**src/rtl/rev_pkg.sv**
```systemverilog
// Shared types for the streaming bit reverser: per-beat reversal modes and the
// occupancy states of the main/skid storage pair.
package rev_pkg;

    typedef enum logic [1:0] {
        REV_BIT = 2'd0,
        REV_GRP = 2'd1,
        REV_IN  = 2'd2,
        PASS    = 2'd3
    } rev_mode_e;

    typedef enum logic [1:0] {
        EMPTY = 2'd0,
        ONE   = 2'd1,
        FULL  = 2'd2
    } rev_state_e;

endpackage

```
**src/rtl/rev_xform.sv**
```systemverilog
// Combinational beat transform: full bit reversal, group-order reversal,
// in-group bit reversal or pass-through, selected per beat.
module rev_xform
    import rev_pkg::*;
#(
    parameter int DATA_WIDTH  = 32,
    parameter int GROUP_WIDTH = 8
) (
    input  logic [DATA_WIDTH-1:0] data,
    input  rev_mode_e             mode,
    output logic [DATA_WIDTH-1:0] xdata
);

    localparam int NGRP = DATA_WIDTH / GROUP_WIDTH;

    if ((DATA_WIDTH % GROUP_WIDTH) != 0) begin : g_bad_group
        $error("rev_xform: GROUP_WIDTH (%0d) must divide DATA_WIDTH (%0d)", GROUP_WIDTH, DATA_WIDTH);
    end

    function automatic logic [DATA_WIDTH-1:0] rev_bits(input logic [DATA_WIDTH-1:0] d);
        logic [DATA_WIDTH-1:0] r;
        r = '0;
        for (int i = 0; i < DATA_WIDTH; i++) begin
            r[i] = d[DATA_WIDTH-1-i];
        end
        return r;
    endfunction

    function automatic logic [DATA_WIDTH-1:0] rev_groups(input logic [DATA_WIDTH-1:0] d);
        logic [DATA_WIDTH-1:0] r;
        r = '0;
        for (int k = 0; k < NGRP; k++) begin
            for (int b = 0; b < GROUP_WIDTH; b++) begin
                r[k*GROUP_WIDTH + b] = d[(NGRP-1-k)*GROUP_WIDTH + b];
            end
        end
        return r;
    endfunction

    function automatic logic [DATA_WIDTH-1:0] rev_in_groups(input logic [DATA_WIDTH-1:0] d);
        logic [DATA_WIDTH-1:0] r;
        r = '0;
        for (int k = 0; k < NGRP; k++) begin
            for (int b = 0; b < GROUP_WIDTH; b++) begin
                r[k*GROUP_WIDTH + b] = d[k*GROUP_WIDTH + GROUP_WIDTH-1-b];
            end
        end
        return r;
    endfunction

    always_comb begin
        xdata = data;
        case (mode)
            REV_BIT: xdata = rev_bits(data);
            REV_GRP: xdata = rev_groups(data);
            REV_IN:  xdata = rev_in_groups(data);
            default: xdata = data;
        endcase
    end

endmodule

```
**src/rtl/reverse_stream.sv**
```systemverilog
// Valid/ready bit reverser: transforms each beat on entry, holds it in a main
// register with a one-entry skid behind it. Optional counter: REV_STATS_EN.
module reverse_stream
    import rev_pkg::*;
#(
    parameter int DATA_WIDTH  = 32,
    parameter int GROUP_WIDTH = 8,
    parameter int CNT_WIDTH   = 16
) (
    input  logic                  clk,
    input  logic                  resetn,
    input  logic                  in_valid,
    output logic                  in_ready,
    input  logic [DATA_WIDTH-1:0] in_data,
    input  logic [1:0]            in_mode,
`ifdef REV_STATS_EN
    output logic [CNT_WIDTH-1:0]  beat_count,
    input  logic                  stats_clr,
`endif
    output logic                  out_valid,
    input  logic                  out_ready,
    output logic [DATA_WIDTH-1:0] out_data,
    output logic [1:0]            out_mode
);

    if (CNT_WIDTH < 1) begin : g_bad_cnt
        $error("reverse_stream: CNT_WIDTH must be at least 1");
    end

    rev_state_e            state_q, state_d;
    logic [DATA_WIDTH-1:0] xdata_p0;
    logic [DATA_WIDTH-1:0] main_data_p1, skid_data_p1;
    logic [1:0]            main_mode_p1, skid_mode_p1;
    logic                  fire_in, fire_out;
    logic                  load_main, main_from_skid, load_skid;

    rev_xform #(
        .DATA_WIDTH  (DATA_WIDTH),
        .GROUP_WIDTH (GROUP_WIDTH)
    ) u_xform (
        .data  (in_data),
        .mode  (rev_mode_e'(in_mode)),
        .xdata (xdata_p0)
    );

    // Readiness depends on occupancy only, so no combinational path from out_ready.
    assign in_ready  = (state_q != FULL) && resetn;
    assign out_valid = (state_q != EMPTY);
    assign fire_in   = in_valid && in_ready;
    assign fire_out  = out_valid && out_ready;
    assign out_data  = main_data_p1;
    assign out_mode  = main_mode_p1;

    always_ff @(posedge clk or negedge resetn) begin
        if (!resetn) begin
            state_q <= EMPTY;
        end else begin
            state_q <= state_d;
        end
    end

    always_comb begin
        state_d        = state_q;
        load_main      = 1'b0;
        main_from_skid = 1'b0;
        load_skid      = 1'b0;
        case (state_q)
            EMPTY: begin
                if (fire_in) begin
                    load_main = 1'b1;
                    state_d   = ONE;
                end
            end
            ONE: begin
                if (fire_in && fire_out) begin
                    load_main = 1'b1;
                end else if (fire_in) begin
                    load_skid = 1'b1;
                    state_d   = FULL;
                end else if (fire_out) begin
                    state_d = EMPTY;
                end
            end
            FULL: begin
                if (fire_out) begin
                    load_main      = 1'b1;
                    main_from_skid = 1'b1;
                    state_d        = ONE;
                end
            end
            default: state_d = EMPTY;
        endcase
    end

    // ---- stage p0 -> p1: main and skid storage, written only on a transfer ----
    always_ff @(posedge clk or negedge resetn) begin
        if (!resetn) begin
            main_data_p1 <= '0;
            main_mode_p1 <= '0;
        end else if (load_main) begin
            main_data_p1 <= main_from_skid ? skid_data_p1 : xdata_p0;
            main_mode_p1 <= main_from_skid ? skid_mode_p1 : in_mode;
        end
    end

    always_ff @(posedge clk or negedge resetn) begin
        if (!resetn) begin
            skid_data_p1 <= '0;
            skid_mode_p1 <= '0;
        end else if (load_skid) begin
            skid_data_p1 <= xdata_p0;
            skid_mode_p1 <= in_mode;
        end
    end

`ifdef REV_STATS_EN
    function automatic logic [CNT_WIDTH-1:0] sat_inc(input logic [CNT_WIDTH-1:0] v);
        return (&v) ? v : v + CNT_WIDTH'(1);
    endfunction

    logic [CNT_WIDTH-1:0] cnt_q;

    // Clear takes priority over an emit in the same cycle.
    always_ff @(posedge clk or negedge resetn) begin
        if (!resetn) begin
            cnt_q <= '0;
        end else if (stats_clr) begin
            cnt_q <= '0;
        end else if (fire_out) begin
            cnt_q <= sat_inc(cnt_q);
        end
    end

    assign beat_count = cnt_q;
`endif

endmodule

```
**config.mk**
```make
export PLATFORM = sky130hd
export DESIGN_NAME = reverse_stream
export DESIGN_NICKNAME = d
export VERILOG_FILES = /design/src/rtl/rev_pkg.sv /design/src/rtl/rev_xform.sv /design/src/rtl/reverse_stream.sv
export SDC_FILE = /design/constraint.sdc
export NUM_CORES = 1
export LEC_CHECK = 0
export ABC_AREA = 1
export CORE_ASPECT_RATIO = 2
export CORE_UTILIZATION = 57
export DETAILED_ROUTE_END_ITERATION = 7
export PLACE_DENSITY_LB_ADDON = 0.12
export SLEW_MARGIN = 20
export SYNTH_ARGS = -nofsm -noshare
export SYNTH_HDL_FRONTEND = slang
export SYNTH_SLANG_ARGS = --single-unit
```
**constraint.sdc**
```tcl
create_clock -name clk -period 2 [get_ports clk]
set_clock_uncertainty 0.2 [all_clocks]
set_input_delay 0.4 -clock clk [delete_from_list [all_inputs] [get_ports clk]]
set_output_delay 0.4 -clock clk [all_outputs]
set_load 0.005 [all_outputs]
```
==> metrics.csv <==
metric,value,unit
clockRootBuffer,clkbuf_16,
start_util,59.6,%
grt_use_total,36.0,%
finalMaxSlewViolations,0,
synth_warnings,0,
worstPathRequired,2.02,ns
yosys.area_share.simple,45.2,%
synth_top_family_by_area,simple AND/OR/NAND/NOR gates,
grt_pass1_wl,19300,um
synth_xor_area_share,0,%
syn_area_per_cell,7.44,um^2
outcome,"complete, no violations",
grt_pass1_vias,4126,
portBuffers,73,
slew_headroom,56.5,%
fillers,530,
insertion_delay,0.34,ns
antennaDiodeCount,0,
area_growth,30.3,%
maxCapViolations,0,
ctsLongestPathBuffers,2,
die_w,61.3,um
path_clk_slew,0.05,ns
grt-ovfl-total,0,
cts_tree,built,
htree_num_levels,3,
worstReg2RegStart,state_q[1]$_DFFE_PN0P_,
end_kind,flip-flop,
drt_iter0_drc,432,
criticalPathCategory,in -> reg,
power-per-cell-area,962,nW/um^2
antenna_found_initial,0,
seq_area_frac_synth,43.7,%
r2r_cells,8,
final_cells,702,
cp_data_arrival_time,1.97,ns
min_path_type,in -> async,
finish.utilization,77.7,%
yosys_register_bits,70,
grt_max_degree,53,
synth_cell_type_count,19,
io-pin-count,74,
r2r_slack,0.38,ns
rr_endpoint,skid_data_p1[23]$_DFFE_PN0P_,
clkSinkCount,70,
coreArea,6730,um^2
hold_violations,0,
syn_area,4010,um^2
drc_errors,0,
drt_pre_antenna_iters,5,
cp-start-kind,primary input,
routedWlPerCell,17.5,um
cts_inserted_buffers,9,
power.leakage,2.39,nW
via_per_inst,6.12,
syn-instance-count,539,
worst_pin_slew,0.652,ns
fp.dieH,121,um
fmax,512,MHz
wirelength,12300,um
vdd_drop_max,793,uV
synthMuxAreaShare,0,%
dieArea,7400,um^2
rows,42,
synth_compound_area_share,4.74,%
place_inst,682,
syn_nets,577,
hpwlAfterDp,7890,um
critPathMaxFanout,13,
postRouteAntennaNets,0,
period_share,97.7,%
num-nets-final,648,
setup_violations,0,
drive_gt1_share,9.12,%
whs,0.0918,ns
min_period,1.95,ns
place.gp.congestion,0.823,
dr_total_vias,4299,
synthAdderAreaFrac,0,%
==> placed cells by master (no fill, tap or decap), types with 2 or more instances in the layout <==
cell	n
or2_2	2
nor2_4	3
clkbuf_1	2
nand2_2	5
clkbuf_16	9
nand3_1	193
o21ai_0	38
dfrtp_1	70
buf_12	8
nand2_1	143
buf_4	15
or2_1	30
clkbuf_8	4
clkdlybuf4s50_1	70
inv_1	7
inv_2	2
nor2_2	3
==> area by class of cell <==
class | count | area (um^2) | area share (%)
multi-input cells | 421 | 2020 | 38.6
inverters | 10 | 40.0 | 0.766
well taps | 88 | 110 | 2.11
repair buffers | 98 | 1020 | 19.5
clock buffers | 15 | 288 | 5.51
flip-flops and latches | 70 | 1750 | 33.5
==> how the worst max path moves through the flow <==
| stage | start | to | slack [ns] |
|---|---|---|---|
| 6_report | in_mode[0] | out_data[24]$_DFFE_PN0P_ | 0.05 |
| 5_1_grt | in_mode[0] | out_data[24]$_DFFE_PN0P_ | -0.02 |
| 4_1_cts | state_q[1]$_DFFE_PN0P_ | in_ready | 0.07 |
| 3_5_place_dp | in_mode[0] | out_data[9]$_DFFE_PN0P_ | -0.26 |
| 3_3_place_gp | in_mode[1] | out_data[12]$_DFFE_PN0P_ | -0.21 |
| 2_1_floorplan | in_mode[1] | out_data[16]$_DFFE_PN0P_ | 0.56 |
==> layer usage <==
metal  track usage, %  up-vias  routed length [um]
met2             58.4      243                6430
met5                0        -                   0
li1                 -     1962                   -
met4             23.0        0                 606
met3             5.67       51                 866
met1             42.2     2043                4380
==> sequential cells by signal, indices dropped and copies added (netlist names) <==
name	cells
skid_mode_p1	2
state_q	2
out_mode	2
out_data	32
skid_data_p1	32
==> worst max-delay path, cell delays in order <==
cell and delay [ns]:
clkdlybuf4s50_1 0.71, inv_1 0.38, nand3_1 0.17, nand3_1 0.11, nand3_1 0.10, nand3_1 0.08
==> cells in the mapped netlist, drive strengths merged <==
cell | n | area (um^2)
nor2 | 6 | 42.5
o21ai | 38 | 190
inv | 10 | 37.5
nand3 | 194 | 983
or2 | 32 | 200
buf | 31 | 189
dfrtp | 70 | 1750
clkbuf | 8 | 30.0
nand4 | 1 | 6.26
nand2 | 149 | 579
==> cell families after synthesis <==
| family | after synthesis |
|---|---|
| and+or+nand+nor | 382 |
| DFF | 70 |
| buffers and inverters | 49 |
| AOI/OAI and AO/OA | 38 |
==> power breakdown <==
group | switching, mW | internal [mW] | leakage, nW | total [mW]
clock | 0.570 | 0.969 | 0.142 | 1.54
combinational | 0.640 | 0.714 | 1.36 | 1.35
sequential | 0.279 | 1.85 | 0.885 | 2.13
==> timing repair <==
action	4_1_cts	5_1_grt
pin swaps	0	1
buffers inserted	3	0
hold buffers	1	0
setup endpoints to repair	2	65
gates cloned	0	1
endpoints found under the hold margin	18	0
resized for setup	3	3
==> stage by stage <==
stage	TNS (ns)	power, mW	worst slack [ns]	cell area [um^2]
global placement	-11.85	3.40	-0.215	4890
floorplan	0	2.70	0.562	4010
CTS	0	5.02	0.0710	5210
detailed placement	-14.34	3.47	-0.264	4890
finish	0	5.02	0.0450	5220
global route	-0.0437	5.28	-0.0188	5220
No activity file was read; power rests on OpenSTA's default activity.
